$ cat src/rtl/rvj1_wb_sram_bridge_pkg.sv
// Shared constants, FSM encoding and macro request payload for the Wishbone-to-SRAM bridge.
package rvj1_wb_sram_bridge_pkg;

  localparam int unsigned WB_DW   = 32;
  localparam int unsigned WB_SW   = 4;
  localparam int unsigned SRAM_AW = 9;

  localparam logic [31:0] BASE_ADDR_DEF   = 32'h3000_0000;
  localparam logic [31:0] IRAM_OFFSET_DEF = 32'h0000_0000;
  localparam logic [31:0] DRAM_OFFSET_DEF = 32'h0000_0800;
  localparam logic [31:0] WINDOW_BYTES    = 32'h0000_0800;

  typedef enum logic [2:0] {
    ST_IDLE   = 3'd0,
    ST_WR     = 3'd1,
    ST_RD     = 3'd2,
    ST_RD_CAP = 3'd3,
    ST_ACK    = 3'd4
  } state_e;

  typedef struct packed {
    logic               csb;
    logic               web;
    logic [WB_SW-1:0]   wmask;
    logic [SRAM_AW-1:0] addr;
    logic [WB_DW-1:0]   din;
  } sram_req_t;

  localparam sram_req_t SRAM_REQ_IDLE = '{csb: 1'b1, web: 1'b1, wmask: '0, addr: '0, din: '0};

  // Unsigned wrap makes addresses below base land far outside the window.
  function automatic logic in_window(input logic [31:0] adr, input logic [31:0] base);
    logic [31:0] delta;
    delta = adr - base;
    return delta < WINDOW_BYTES;
  endfunction

endpackage

$ cat src/rtl/rvj1_wb_addr_decode.sv
// Combinational decode of a Wishbone byte address into IRAM/DRAM/unmapped plus macro word address.
module rvj1_wb_addr_decode
  import rvj1_wb_sram_bridge_pkg::*;
#(
  parameter logic [31:0] BASE_ADDR        = BASE_ADDR_DEF,
  parameter logic [31:0] IRAM_OFFSET      = IRAM_OFFSET_DEF,
  parameter logic [31:0] DRAM_OFFSET      = DRAM_OFFSET_DEF,
  parameter int unsigned ADDR_WIDTH_WORDS = SRAM_AW
) (
  input  logic [31:0]                 adr_i,
  output logic                        iram_hit_c_o,
  output logic                        dram_hit_c_o,
  output logic                        unmapped_c_o,
  output logic [ADDR_WIDTH_WORDS-1:0] word_adr_c_o
);

  localparam logic [31:0] IRAM_BASE = BASE_ADDR + IRAM_OFFSET;
  localparam logic [31:0] DRAM_BASE = BASE_ADDR + DRAM_OFFSET;

  // IRAM wins if a misconfiguration ever makes the windows overlap.
  always_comb begin
    iram_hit_c_o = in_window(adr_i, IRAM_BASE);
    dram_hit_c_o = in_window(adr_i, DRAM_BASE) && !iram_hit_c_o;
    unmapped_c_o = !(iram_hit_c_o || dram_hit_c_o);
    word_adr_c_o = adr_i[ADDR_WIDTH_WORDS+1:2];
  end

endmodule

$ cat src/rtl/rvj1_wb_sram_bridge.sv
// Wishbone classic responder driving port 0 of the IRAM and DRAM OpenRAM macros.
module rvj1_wb_sram_bridge
  import rvj1_wb_sram_bridge_pkg::*;
#(
  parameter logic [31:0] BASE_ADDR        = BASE_ADDR_DEF,
  parameter logic [31:0] IRAM_OFFSET      = IRAM_OFFSET_DEF,
  parameter logic [31:0] DRAM_OFFSET      = DRAM_OFFSET_DEF,
  parameter int unsigned ADDR_WIDTH_WORDS = SRAM_AW
) (
  input  logic                        wb_clk_i,
  input  logic                        rstn_i,
  input  logic                        wbs_stb_i,
  input  logic                        wbs_cyc_i,
  input  logic                        wbs_we_i,
  input  logic [3:0]                  wbs_sel_i,
  input  logic [31:0]                 wbs_adr_i,
  input  logic [31:0]                 wbs_dat_i,
  output logic                        wbs_ack_o,
  output logic [31:0]                 wbs_dat_o,
  output logic                        iram_clk0,
  output logic                        iram_csb0,
  output logic                        iram_web0,
  output logic [3:0]                  iram_wmask0,
  output logic [ADDR_WIDTH_WORDS-1:0] iram_addr0,
  output logic [31:0]                 iram_din0,
  input  logic [31:0]                 iram_dout0,
  output logic                        dram_clk0,
  output logic                        dram_csb0,
  output logic                        dram_web0,
  output logic [3:0]                  dram_wmask0,
  output logic [ADDR_WIDTH_WORDS-1:0] dram_addr0,
  output logic [31:0]                 dram_din0,
  input  logic [31:0]                 dram_dout0,
  output logic                        err_o,
  output logic                        busy_o
);

  logic                        iram_hit_c;
  logic                        dram_hit_c;
  logic                        unmapped_c;
  logic [ADDR_WIDTH_WORDS-1:0] word_adr_c;

  state_e      state_q, state_d;
  sram_req_t   iram_q, iram_d;
  sram_req_t   dram_q, dram_d;
  sram_req_t   req_c;
  logic        tgt_dram_q, tgt_dram_d;
  logic        ack_q, ack_d;
  logic [31:0] dat_q, dat_d;
  logic        err_q, err_d;
  logic        busy_q, busy_d;

  rvj1_wb_addr_decode #(
    .BASE_ADDR       (BASE_ADDR),
    .IRAM_OFFSET     (IRAM_OFFSET),
    .DRAM_OFFSET     (DRAM_OFFSET),
    .ADDR_WIDTH_WORDS(ADDR_WIDTH_WORDS)
  ) u_decode (
    .adr_i       (wbs_adr_i),
    .iram_hit_c_o(iram_hit_c),
    .dram_hit_c_o(dram_hit_c),
    .unmapped_c_o(unmapped_c),
    .word_adr_c_o(word_adr_c)
  );

  always_ff @(posedge wb_clk_i or negedge rstn_i) begin
    if (!rstn_i) begin
      state_q    <= ST_IDLE;
      iram_q     <= SRAM_REQ_IDLE;
      dram_q     <= SRAM_REQ_IDLE;
      tgt_dram_q <= 1'b0;
      ack_q      <= 1'b0;
      dat_q      <= '0;
      err_q      <= 1'b0;
      busy_q     <= 1'b0;
    end else begin
      state_q    <= state_d;
      iram_q     <= iram_d;
      dram_q     <= dram_d;
      tgt_dram_q <= tgt_dram_d;
      ack_q      <= ack_d;
      dat_q      <= dat_d;
      err_q      <= err_d;
      busy_q     <= busy_d;
    end
  end

  // Macro controls default to idle every cycle, so a request is asserted for exactly one clock.
  always_comb begin
    state_d    = state_q;
    iram_d     = SRAM_REQ_IDLE;
    dram_d     = SRAM_REQ_IDLE;
    req_c      = SRAM_REQ_IDLE;
    tgt_dram_d = tgt_dram_q;
    ack_d      = 1'b0;
    dat_d      = dat_q;
    err_d      = err_q;

    case (state_q)
      ST_IDLE: begin
        if (wbs_stb_i && wbs_cyc_i) begin
          if (unmapped_c) begin
            state_d = ST_ACK;
            ack_d   = 1'b1;
            dat_d   = '0;
            err_d   = 1'b1;
          end else begin
            req_c.csb   = 1'b0;
            req_c.web   = !wbs_we_i;
            req_c.wmask = wbs_we_i ? wbs_sel_i : 4'h0;
            req_c.addr  = SRAM_AW'(word_adr_c);
            req_c.din   = wbs_we_i ? wbs_dat_i : 32'h0;
            tgt_dram_d  = dram_hit_c;
            if (dram_hit_c) dram_d = req_c;
            else if (iram_hit_c) iram_d = req_c;
            state_d = wbs_we_i ? ST_WR : ST_RD;
          end
        end
      end
      ST_WR: begin
        state_d = wbs_cyc_i ? ST_ACK : ST_IDLE;
        ack_d   = wbs_cyc_i;
      end
      ST_RD: begin
        state_d = wbs_cyc_i ? ST_RD_CAP : ST_IDLE;
      end
      ST_RD_CAP: begin
        if (wbs_cyc_i) begin
          dat_d   = tgt_dram_q ? dram_dout0 : iram_dout0;
          ack_d   = 1'b1;
          state_d = ST_ACK;
        end else begin
          state_d = ST_IDLE;
        end
      end
      ST_ACK: begin
        state_d = ST_IDLE;
      end
      default: begin
        state_d = ST_IDLE;
      end
    endcase

    busy_d = (state_d != ST_IDLE);
  end

  assign iram_clk0   = wb_clk_i;
  assign dram_clk0   = wb_clk_i;
  assign iram_csb0   = iram_q.csb;
  assign iram_web0   = iram_q.web;
  assign iram_wmask0 = iram_q.wmask;
  assign iram_addr0  = ADDR_WIDTH_WORDS'(iram_q.addr);
  assign iram_din0   = iram_q.din;
  assign dram_csb0   = dram_q.csb;
  assign dram_web0   = dram_q.web;
  assign dram_wmask0 = dram_q.wmask;
  assign dram_addr0  = ADDR_WIDTH_WORDS'(dram_q.addr);
  assign dram_din0   = dram_q.din;
  assign wbs_ack_o   = ack_q;
  assign wbs_dat_o   = dat_q;
  assign err_o       = err_q;
  assign busy_o      = busy_q;

endmodule

$ cat config.mk
export PLATFORM = sky130hd
export DESIGN_NAME = rvj1_wb_sram_bridge
export DESIGN_NICKNAME = d
export VERILOG_FILES = /design/src/rtl/rvj1_wb_sram_bridge_pkg.sv /design/src/rtl/rvj1_wb_addr_decode.sv /design/src/rtl/rvj1_wb_sram_bridge.sv
export SDC_FILE = /design/constraint.sdc
export NUM_CORES = 1
export LEC_CHECK = 0
export ABC_AREA = 1
export CORE_MARGIN = 10
export CORE_UTILIZATION = 52
export DETAILED_ROUTE_END_ITERATION = 16
export DONT_BUFFER_PORTS = 1
export PLACE_DENSITY_LB_ADDON = 0.12
export REMOVE_ABC_BUFFERS = 1
export SETUP_SLACK_MARGIN = 0.15
export SYNTH_ARGS = -nofsm -noshare
export SYNTH_HDL_FRONTEND = slang
export SYNTH_HIERARCHICAL = 1
export SYNTH_SLANG_ARGS = --single-unit
$ cat constraint.sdc
create_clock -name wb_clk_i -period 1.4 [get_ports wb_clk_i]
set_input_delay 0 -clock wb_clk_i [delete_from_list [all_inputs] [get_ports wb_clk_i]]
set_output_delay 0 -clock wb_clk_i [all_outputs]
set_load 0.1 [all_outputs]
==> results_dict.tcl, run 1 <==
set metrics [dict create \
    status "finished with violations" \
    violations_in_the_final_reports "negative hold slack, negative setup slack" \
    power_per_cell_area_nw_per_um2 956 \
    layout-drive-gt1-share 0.290 \
    setup_repair_after_global_routing_missed_its_margin "true" \
    post_cts_hold_buffer_count 115 \
    grt_pass1_wl_mm 31.2 \
    clock-sinks 133 \
    clock_power_share 0.485 \
    worstSetupStartpointType "flop" \
    dpl_cell_area_um2 6930 \
    power.combinational.fraction 0.072 \
    timing.final.hold_violations 134 \
    vias_per_cell 5.18 \
    synth-warning-count 6 \
    final_design_area_no_fill_um2 9090 \
    finalHoldWorstSlack_ns -0.805 \
    hpwl_mm 12.4 \
    netlist.area_leader.share 0.558 \
    num_vias 5679 \
    core_area_um2 10900 \
    most_numerous_cell_in_the_yosys_netlist "sky130_fd_sc_hd__nand2_1" \
    setup-violations-final 63 \
    yosysTopAreaCell "sky130_fd_sc_hd__dfrtp_1" \
    endpoint_kind "flop" \
    synth_seq_cells 133 \
    cell_area_after_synthesis_um2 5790 \
    numPortBuffers 0 \
    power_switching_mw 2.09 \
    cts_tree "yes" \
    floorplan.initialDensity 0.531 \
    peak_vdd_ir_uv 898 \
    drt-wirelength-per-cell_um 19.1 \
    ys_seq_area_frac 0.576 \
    synth-main-ff-cell "sky130_fd_sc_hd__dfrtp_1" \
    synth.lib_cells_used.distinct 31 \
    worstPathMaxFanout 12 \
    p_total_mw 8.69 \
    most_area_consuming_cells_after_synthesis "sky130_fd_sc_hd__dfrtp_1 56%, sky130_fd_sc_hd__nand2_1 14%, sky130_fd_sc_hd__nor2_1 7.4%" \
    setup_slack_ns -0.111 \
    cellInternalPower_mw 6.60 \
    fp.dieArea_um2 15700 \
    top_level_ports 268 \
    clockRootBuffer "sky130_fd_sc_hd__clkbuf_8" \
    detail_route.iter0.violations 525 \
    grt_max_degree 134 \
    power.leakage_nw 4.84 \
    r2r-start "state_q[1]$_DFF_PN0_" \
    timing_worst_slew_pin_value_ns 0.497 \
    antenna_left 0 \
    top_cells_by_count_synth "219 x sky130_fd_sc_hd__nand2_1, 129 x sky130_fd_sc_hd__dfrtp_1, 114 x sky130_fd_sc_hd__nor2_1, 56 x sky130_fd_sc_hd__inv_1, 44 x sky130_fd_sc_hd__nand3_1" \
    end_of_the_worst_register_to_register_path "dram_din0[1]$_DFF_PN0_" \
    setup-tns-final_ns -2.24 \
    drt-total-wl_mm 20.9 \
    worst_r2r_path_depth 7 \
    worst_ep_required_time_ns 1.82 \
    globalRoute.totalOverflow 0 \
    die_w_um 125 \
    r2r_slack_ns -0.11 \
    finClkSkew_ns 0.0100 \
    critical_path.slowest_cell "sky130_fd_sc_hd__dfrtp_1" \
    critical_path.cell_chain "nor2_2 -> nand3_2 -> nor2_4 -> buf_4 -> nand2_4 -> clkbuf_16 -> nor2_1" \
    post-route-min-period_ns 1.51 \
    final_cell_count_no_fill 1096 \
    worstPathArrival_ns 1.93 \
    antenna_found_initial 1 \
    areaGrowthSynthToFinish_pct 57.1 \
    first_global_vias 5936 \
    power.share.switching 0.241 \
    number_of_synthesized_flops_with_an_enable_pin 0 \
    utilization 0.835 \
    timing_limited_maximum_frequency_mhz 662 \
    postSynth.asyncResetShare 1.00 \
    drv.max_cap_violation_count 0 \
    syn-instance-count 688 \
    clk_transition_reported_paths_ns 0.06 \
    detail_route.drc_violations 0 \
    htree_levels 4 \
    critPathKind "reg2reg" \
    firstDrtPassIters 5 \
    final_net_count 1080 \
    track_usage 0.242 \
    synthesis.area_per_instance_um2 8.41 \
    floorplan.die.height_um 125 \
    globalplace.congestion 0.848 \
    worstHoldPathType "in2async" \
    dpl_worst_slack_ns -0.576 \
    final.period_utilization 1.08 \
    share_seq_of_total_power 0.443 \
    worstSkewPairLatency_ns 0.50 \
    slew_viol_final 0 \
    worst_path_largest_cell_delay_ns 0.40 \
    cts_buffer_depth 2 \
    dp_cells 937 \
    cts_made_buffers 17 \
    slew-limit-headroom 0.670 \
    floorplan.rows 38 \
]
cells by family after synthesis:
group,count (synthesis),synth area share
compound gates,40,0.0357
xor+xnor,1,0.00151
fa+ha+maj,1,0.00216
buf+inv,102,0.0819
flops,133,0.576
simple gates,411,0.303
sequential cells by signal, indices dropped and copies added, names as in the netlist, 3 cells and up:
register,flops
iram_din0,32
dram_addr0,9
dram_wmask0,4
iram_wmask0,4
dram_din0,32
iram_addr0,9
state_q,3
wbs_dat_o,32
critical path: cells and delay by family (launching register included):
kind / cells / cell delay (ns)
buffers and inverters: 2 / 0.34
flip-flops: 1 / 0.40
AND/OR/NAND/NOR: 5 / 0.68
worst max-delay path by stage:
stage	start	to	slack, ns	cells after the start
after global routing	wbs_adr_i[19]	dram_din0[1]$_DFF_PN0_	-0.24	16
after global placement	wbs_adr_i[11]	wbs_dat_o[11]$_DFFE_PN0P_	-0.55	22
after floorplan	wbs_adr_i[11]	wbs_dat_o[0]$_DFFE_PN0P_	-1.30	21
after CTS	dram_web0$_DFF_PN1_	dram_web0	0.02	0
final	state_q[1]$_DFF_PN0_	dram_din0[1]$_DFF_PN0_	-0.11	7
after detailed placement	wbs_adr_i[11]	wbs_dat_o[13]$_DFFE_PN0P_	-0.58	22
cell type report:
cell class / instances / area, um^2
clock inverter: 14 / 144
tap: 140 / 175
multi-input combinational: 454 / 2210
fill: 582 / 1800
clock buffer: 18 / 418
timing repair buffer: 276 / 2540
inverter: 60 / 256
sequential: 133 / 3340
antenna: 1 / 2.50
cell usage in the layout (no fill, tap or decap), drive strengths merged:
cell type / count
bufinv: 1
nor3: 5
o21ai: 3
ha: 1
dfrtp: 129
buf: 158
nand2: 223
dlygate4sd3: 114
clkbuf: 22
o21bai: 1
clkinv: 4
dfstp: 4
nor2: 130
and3: 1
nand3: 49
diode: 1
clkinvlp: 3
nand4: 2
xnor2: 1
nand3b: 2
a21oi: 36
inv: 66
metal layers:
layer,share of wire,GRT usage,up-vias
met5,0,0,-
met4,0.036,0.110,0
met3,0.082,0.0798,57
met2,0.53,0.430,272
met1,0.35,0.252,2744
li1,-,-,2606
timing repair:
action                                  4_1_cts  5_1_grt
hold endpoints to repair                    263      133
resized for setup                             8       73
gates cloned                                  1        5
endpoints found under the setup margin      130      135
buffers inserted                              2        3
pin swaps                                     4        7
power by group through the flow:
stage               combinational (mW)  sequential [mW]  clock [mW]
floorplan                        0.181             3.94           0
global placement                 0.267             3.92           0
detailed placement               0.276             3.92           0
CTS                              0.580             3.85        4.25
global route                     0.678             3.85        4.42
finish                           0.629             3.85        4.21
Power figures use the tool's default switching activity.
==> run 2: changes to the inputs <==
--- a/config.mk
+++ b/config.mk
@@ -12,7 +12,6 @@
 export DONT_BUFFER_PORTS = 1
 export PLACE_DENSITY_LB_ADDON = 0.12
 export REMOVE_ABC_BUFFERS = 1
-export SETUP_SLACK_MARGIN = 0.15
 export SYNTH_ARGS = -nofsm -noshare
 export SYNTH_HDL_FRONTEND = slang
 export SYNTH_HIERARCHICAL = 1
==> run 2 against run 1 <==
  * The run still ends with negative hold slack, negative setup slack left
  * Sequential power about the same
  * Via count decreased by 0.12%
  * Combinational power decreased by 1%
  * Worst hold slack got worse by 0.00067 ns
  * Register-to-register slack improved by 0.06 ns
  * First-iteration DRC count decreased by 0.76%
  * Clock power decreased by 1%
  * Fmax increased by 4.0%
  * Non-clock buffer count decreased by 2
  * Core utilization decreased by 0.23 points
  * Sequential cell count unchanged
  * Clock skew decreased by 0.0015 ns
==> results_dict.tcl, run 2 (synthesis gave the netlist of run 1 again) <==
set metrics [dict create \
    status "finished with violations" \
    violations_in_the_final_reports "negative hold slack, negative setup slack" \
    top_level_ports 268 \
    final.period_utilization 1.04 \
    globalplace.congestion 0.848 \
    power.leakage_nw 4.84 \
    power.share.switching 0.238 \
    post_cts_hold_buffer_count 115 \
    worstSetupStartpointType "flop" \
    vias_per_cell 5.18 \
    clockRootBuffer "sky130_fd_sc_hd__clkbuf_8" \
    floorplan.die.height_um 125 \
    power_switching_mw 2.06 \
    timing_limited_maximum_frequency_mhz 688 \
    fp.dieArea_um2 15700 \
    drt-total-wl_mm 20.6 \
    setup_slack_ns -0.0528 \
    drt-wirelength-per-cell_um 18.8 \
    firstDrtPassIters 5 \
    worst_path_largest_cell_delay_ns 0.42 \
    first_global_vias 5875 \
    grt_pass1_wl_mm 30.8 \
    grt_max_degree 134 \
    post-route-min-period_ns 1.45 \
    finalHoldWorstSlack_ns -0.805 \
    timing_worst_slew_pin_value_ns 0.510 \
    worst_ep_required_time_ns 1.77 \
    cts_tree "yes" \
    drv.max_cap_violation_count 0 \
    cellInternalPower_mw 6.59 \
    track_usage 0.238 \
    worst-path-buf-inv 2 \
    layout-drive-gt1-share 0.286 \
    setup-violations-final 34 \
    clock_power_share 0.483 \
    timing.final.hold_violations 134 \
    cts_buffer_depth 2 \
    worstPathArrival_ns 1.82 \
    clk_transition_reported_paths_ns 0.06 \
    final_net_count 1078 \
    globalRoute.totalOverflow 0 \
    slew-limit-headroom 0.661 \
    detail_route.iter0.violations 521 \
    hpwl_mm 12.4 \
    timing.critical_path.to "wbs_dat_o[16]$_DFFE_PN0P_" \
    areaGrowthSynthToFinish_pct 56.6 \
    finClkSkew_ns 0.00851 \
    end_of_the_worst_register_to_register_path "wbs_dat_o[16]$_DFFE_PN0P_" \
    slew_viol_final 0 \
    worstPathMaxFanout 15 \
    leading_cell_type_in_the_layout_fill_and_taps_excluded "sky130_fd_sc_hd__nand2_1" \
    endpoint_kind "flop" \
    r2r-start "state_q[0]$_DFF_PN0_" \
    r2r_slack_ns -0.05 \
    critPathKind "reg2reg" \
    cts_made_buffers 17 \
    critical_path.cell_chain "buf_4 -> nand2_1 -> nor3_1 -> nor2_2 -> nand2_2 -> buf_12 -> nand2_1 -> nand2_1" \
    critPathTopFamily "simple AND/OR/NAND/NOR gates" \
    antenna_left 0 \
    gr-usage-met3 0.0845 \
    floorplan.rows 38 \
    critical_path.slowest_cell "sky130_fd_sc_hd__dfrtp_1" \
    htree_levels 4 \
    worstSkewPairLatency_ns 0.50 \
    num_vias 5672 \
    worst_r2r_path_depth 8 \
    timing.critical_path.depth 8 \
    final_design_area_no_fill_um2 9060 \
    antenna_found_initial 1 \
    numPortBuffers 0 \
    setup_repair_after_global_routing_missed_its_margin "true" \
    die_w_um 125 \
    floorplan.initialDensity 0.531 \
    grt-busiest-layer "met2" \
    worstHoldPathType "in2async" \
    dpl_cell_area_um2 6930 \
    peak_vdd_ir_uv 891 \
    worstSetupStartpoint "state_q[0]$_DFF_PN0_" \
    detail_route.drc_violations 0 \
    clock-sinks 133 \
    grt_util_met1 0.250 \
    share_seq_of_total_power 0.445 \
    most-common-layout-cells "218 x sky130_fd_sc_hd__nand2_1, 145 x sky130_fd_sc_hd__buf_4, 129 x sky130_fd_sc_hd__dfrtp_1, 114 x sky130_fd_sc_hd__dlygate4sd3_1, 77 x sky130_fd_sc_hd__nor2_1" \
    power_per_cell_area_nw_per_um2 954 \
    use_met2 0.415 \
    critPathMostFrequentCell "sky130_fd_sc_hd__nand2_1" \
    power.combinational.fraction 0.072 \
    core_area_um2 10900 \
]
-- run 2: cell types whose count changed in the layout (fill, tap and decap cells not counted), sizes merged --
cell / delta
buf: -3
clkbuf: +1
-- run 2: cell type report --
class                           instances  area (um^2)
Multi-Input combinational cell        454         2200
Clock inverter                         14          144
Clock buffer                           18          418
Fill cell                             584         1820
Timing Repair Buffer                  274         2540
Tap cell                              140          175
Sequential cell                       133         3330
Antenna cell                            1         2.50
Inverter                               60          256
-- run 2: power by group through the flow --
stage	clock [mW]	combinational (mW)	sequential (mW)
4_1_cts	4.25	0.570	3.85
3_5_place_dp	0	0.276	3.92
2_1_floorplan	0	0.181	3.94
6_report	4.17	0.623	3.85
3_3_place_gp	0	0.267	3.92
5_1_grt	4.42	0.671	3.85
-- run 2: worst min-delay path by stage --
stage	from	cells after the start	endpoint
floorplan	rstn_i	0	busy_o$_DFF_PN0_
global placement	rstn_i	0	dram_addr0[0]$_DFF_PN0_
detailed placement	rstn_i	0	dram_addr0[0]$_DFF_PN0_
CTS	rstn_i	0	dram_addr0[0]$_DFF_PN0_
global route	rstn_i	0	iram_addr0[2]$_DFF_PN0_
finish	rstn_i	0	dram_addr0[0]$_DFF_PN0_
-- run 2: what timing repair did --
item	CTS	global route
hold endpoints to repair	263	133
cloned	0	6
setup buffers	1	2
gates resized for setup	4	70
setup endpoints to repair	39	129
pin swaps	3	7
-- run 2: worst register-to-register path: stages (launching register included) --
cell	delay, ns
sky130_fd_sc_hd__dfrtp_1	0.42
sky130_fd_sc_hd__buf_4	0.17
sky130_fd_sc_hd__nand2_1	0.05
sky130_fd_sc_hd__nor3_1	0.05
sky130_fd_sc_hd__nor2_2	0.19
sky130_fd_sc_hd__nand2_2	0.12
sky130_fd_sc_hd__buf_12	0.17
sky130_fd_sc_hd__nand2_1	0.09
sky130_fd_sc_hd__nand2_1	0.07
-- run 2: layer usage --
| metal | part of all wire | vias up |
|---|---|---|
| met3 | 0.085 | 72 |
| li1 | - | 2605 |
| met4 | 0.046 | 0 |
| met5 | 0 | - |
| met1 | 0.35 | 2707 |
| met2 | 0.52 | 288 |
-- run 2: through the flow --
step / utilization / power [mW] / worst slack (ns) / setup TNS [ns] / cells
finish: 0.833 / 8.65 / -0.0528 / -0.627 / 1094
global route: 0.833 / 8.94 / -0.207 / -14.58 / 1094
CTS: 0.797 / 8.67 / 0.00270 / 0 / 1085
detailed placement: 0.637 / 4.20 / -0.576 / -64.70 / 937
global placement: 0.637 / 4.19 / -0.548 / -60.14 / 937
floorplan: - / 4.13 / -1.30 / -82.59 / 646
==> run 3: changes to the inputs <==
--- a/config.mk
+++ b/config.mk
@@ -5,7 +5,6 @@
 export SDC_FILE = /design/constraint.sdc
 export NUM_CORES = 1
 export LEC_CHECK = 0
-export ABC_AREA = 1
 export CORE_MARGIN = 10
 export CORE_UTILIZATION = 52
 export DETAILED_ROUTE_END_ITERATION = 16
==> run 3 against run 2 <==
  * The run still ends with negative hold slack, negative setup slack left
  * Area after synthesis is 8.4% lower
  * Fmax fell by 38%
  * Largest power group unchanged
  * Clock skew up 0.0076 ns
  * Highest routed layer is now met5
  * Combinational power decreased by 6.4%
  * Final cell count shrank 25%
  * Sequential share of layout area up 0.66 points
  * Clock-buffer cell count unchanged
  * Global-route usage is 1.5 points higher
  * Clock power is 18% higher
  * First-iteration DRC count is 23% lower
  * Wire length up 15%
  * Critical path depth increased by 3
==> results_dict.tcl, run 3 <==
set metrics [dict create \
    setup_repair_after_global_routing_missed_its_margin "true" \
    r2r-start "state_q[2]$_DFF_PN0_" \
    worstHoldPathType "in2async" \
    peak_vdd_ir_uv 807 \
    globalRoute.totalOverflow 0 \
    share_of_the_synthesized_area_in_compound_gates_ao_oa_aoi_oai 0.0765 \
    htree_levels 4 \
    floorplan.rows 36 \
    num_vias 4883 \
    synth-main-ff-cell "sky130_fd_sc_hd__dfrtp_1" \
    worst_path_largest_cell_delay_ns 0.54 \
    cell_area_after_synthesis_um2 5300 \
    final.period_utilization 1.67 \
    timing.critical_path.to "iram_din0[10]$_DFF_PN0_" \
    track_usage 0.253 \
    worstSetupStartpointType "input port" \
    post_synth_and_or_nand_nor_area_fraction 0.188 \
    clockRootBuffer "sky130_fd_sc_hd__clkbuf_8" \
    netlist.area_leader.share 0.609 \
    cts_tree "yes" \
    yosysTopAreaCell "sky130_fd_sc_hd__dfrtp_1" \
    worstSkewPairLatency_ns 0.51 \
    slew-limit-headroom 0.644 \
    core_area_um2 9860 \
    multiInputGateArea_um2 2140 \
    p_total_mw 9.34 \
    syn-instance-count 413 \
    end_of_the_worst_register_to_register_path "dram_addr0[1]$_DFF_PN0_" \
    first_global_vias 4869 \
    timing_limited_maximum_frequency_mhz 429 \
    cts_buffer_depth 2 \
    critPathKind "in2reg" \
    worst_r2r_path_depth 5 \
    numPortBuffers 0 \
    ys_seq_area_frac 0.629 \
    clk_transition_reported_paths_ns 0.07 \
    areaGrowthSynthToFinish_pct 68.0 \
    synth-warning-count 6 \
    floorplan.initialDensity 0.538 \
    combinational_family_with_the_most_area_after_synthesis "simple AND/OR/NAND/NOR gates" \
    ff_latch_area_um2 3330 \
    setup_slack_ns -0.933 \
    finalHoldWorstSlack_ns -0.821 \
    drt-wirelength-per-cell_um 28.7 \
    leading_cell_type_in_the_layout_fill_and_taps_excluded "sky130_fd_sc_hd__buf_4" \
    synth_xor_area_frac 0.00165 \
    floorplan.die.height_um 121 \
    number_of_synthesized_flops_with_an_enable_pin 0 \
    critical_path.slowest_cell "sky130_fd_sc_hd__or4_4" \
    timing_worst_slew_pin_value_ns 0.528 \
    grt_pass1_wl_mm 28.7 \
    power.leakage_nw 4.34 \
    timing.critical_path.depth 11 \
    endpoint_kind "flop" \
    post-route-min-period_ns 2.33 \
    finClkSkew_ns 0.0161 \
    worst_ep_required_time_ns 1.83 \
    critical_path.cell_chain "or4_4 -> or4_4 -> o311a_1 -> nor4_2 -> and3_4 -> nor2_4 -> or3b_4 -> nor4_4 -> buf_6 -> buf_12 -> and3_1" \
    fp.dieArea_um2 14600 \
    status "finished with violations" \
    timing.final.hold_violations 171 \
    worstSetupStartpoint "wbs_adr_i[17]" \
    drv.max_cap_violation_count 0 \
    post_synth_mux_area_share 0.0604 \
    layout_fillers 346 \
    r2r_slack_ns -0.27 \
    power_per_cell_area_nw_per_um2 1050 \
    synth.lib_cells_used.distinct 47 \
    worstPathMaxFanout 23 \
    antenna_found_initial 1 \
    postSynth.asyncResetShare 1.00 \
    firstDrtPassIters 7 \
    critPathTopFamily "simple AND/OR/NAND/NOR gates" \
    drt-total-wl_mm 23.7 \
    worst-path-buf-inv 2 \
    synth_fa_ha_area_frac 0.00236 \
    vias_per_cell 5.92 \
    hpwl_mm 11.3 \
    most_area_consuming_cells_after_synthesis "sky130_fd_sc_hd__dfrtp_1 61%, sky130_fd_sc_hd__mux2i_1 6.0%, sky130_fd_sc_hd__o2bb2ai_1 5.3%" \
    most-common-layout-cells "150 x sky130_fd_sc_hd__buf_4, 128 x sky130_fd_sc_hd__dfrtp_1, 112 x sky130_fd_sc_hd__dlygate4sd3_1, 36 x sky130_fd_sc_hd__and3_1, 32 x sky130_fd_sc_hd__mux2i_1" \
    grt_max_degree 134 \
    worstPathArrival_ns 2.76 \
    most_numerous_cell_in_the_yosys_netlist "sky130_fd_sc_hd__dfrtp_1" \
    die_w_um 121 \
    detail_route.iter0.violations 401 \
    detail_route.drc_violations 0 \
    synth_seq_cells 133 \
    slew_viol_final 0 \
    synthesis.area_per_instance_um2 12.8 \
    setup-tns-final_ns -109.55 \
    critPathMostFrequentCell "sky130_fd_sc_hd__or4_4" \
    setup-violations-final 132 \
    utilization 0.903 \
    clock-sinks 133 \
    final_net_count 817 \
    top_cells_by_count_synth "129 x sky130_fd_sc_hd__dfrtp_1, 37 x sky130_fd_sc_hd__and3_1, 32 x sky130_fd_sc_hd__mux2i_1, 32 x sky130_fd_sc_hd__o2bb2ai_1, 30 x sky130_fd_sc_hd__and2_1" \
    antenna_cells 0 \
    top_level_ports 268 \
    cts_made_buffers 17 \
    antenna_left 0 \
    violations_in_the_final_reports "negative hold slack, negative setup slack" \
    globalplace.congestion 0.828 \
    layout-drive-gt1-share 0.426 \
]
==> run 3: cell count changes in the layout (fill, tap and decap cells not counted), sizes merged, moves of 10 or more <==
cell     previous run  this run
nor2              130        11
a21oi              36         1
and2                0        55
mux2i               0        32
nor4                0        10
nand3              49         4
nand2             223         9
buf               155       166
and3                1        37
inv                66        15
o2bb2ai             0        32
==> run 3: how the worst min path moves through the flow <==
stage,to,from,depth (start not counted),slack (ns)
global route,dram_wmask0[3]$_DFF_PN0_,rstn_i,0,-0.85
detailed placement,dram_din0[7]$_DFF_PN0_,rstn_i,0,-0.29
CTS,dram_din0[7]$_DFF_PN0_,rstn_i,0,-0.83
floorplan,busy_o$_DFF_PN0_,rstn_i,0,-0.30
global placement,dram_din0[7]$_DFF_PN0_,rstn_i,0,-0.29
finish,dram_din0[26]$_DFF_PN0_,rstn_i,0,-0.82
==> run 3: what timing repair did <==
action,CTS,global route
hold buffers,110,2
cloned,4,6
hold endpoints to repair,263,175
resized for setup,18,87
endpoints found under the setup margin,132,132
setup buffers,3,2
pin swaps,4,13
==> run 3: final cells by class <==
cell class / instances / share of cell area
multi-input combinational: 237 / 0.241
clock inverter: 14 / 0.0239
clock buffer: 18 / 0.0480
inverter: 8 / 0.00337
tap: 133 / 0.0187
timing repair buffer: 282 / 0.291
sequential: 133 / 0.374
==> run 3: cell families (layout without fill, tap and decap cells) <==
| family | after synthesis | count (layout) |
|---|---|---|
| simple gates | 154 | 154 |
| flops | 133 | 133 |
| compound gates | 49 | 49 |
| buf+inv | 43 | 322 |
| mux | 32 | 32 |
| fa+ha+maj | 1 | 1 |
| xor+xnor | 1 | 1 |
==> run 3: through the flow <==
step	cells	worst slack, ns	instance area (um^2)	hold slack (ns)
after floorplan	378	-1.76	5110	-0.296
after global placement	666	-1.35	6480	-0.291
after detailed placement	666	-1.48	6480	-0.291
after CTS	815	-0.815	8340	-0.827
after global routing	825	-0.983	8910	-0.851
final	825	-0.933	8910	-0.821
==> run 3: metal layers <==
metal | vias up | GRT usage | part of all wire
li1 | 1985 | - | -
met1 | 2429 | 0.277 | 0.34
met2 | 370 | 0.440 | 0.51
met3 | 97 | 0.0949 | 0.095
met4 | 2 | 0.0852 | 0.054
met5 | - | 0 | 0.00055
==> run 3: power by group <==
group | total, mW | internal (mW) | switching [mW]
Clock | 4.91 | 3.01 | 1.90
Sequential | 3.85 | 3.85 | 0.00213
Combinational | 0.583 | 0.330 | 0.253
Total | 9.34 | 7.19 | 2.15
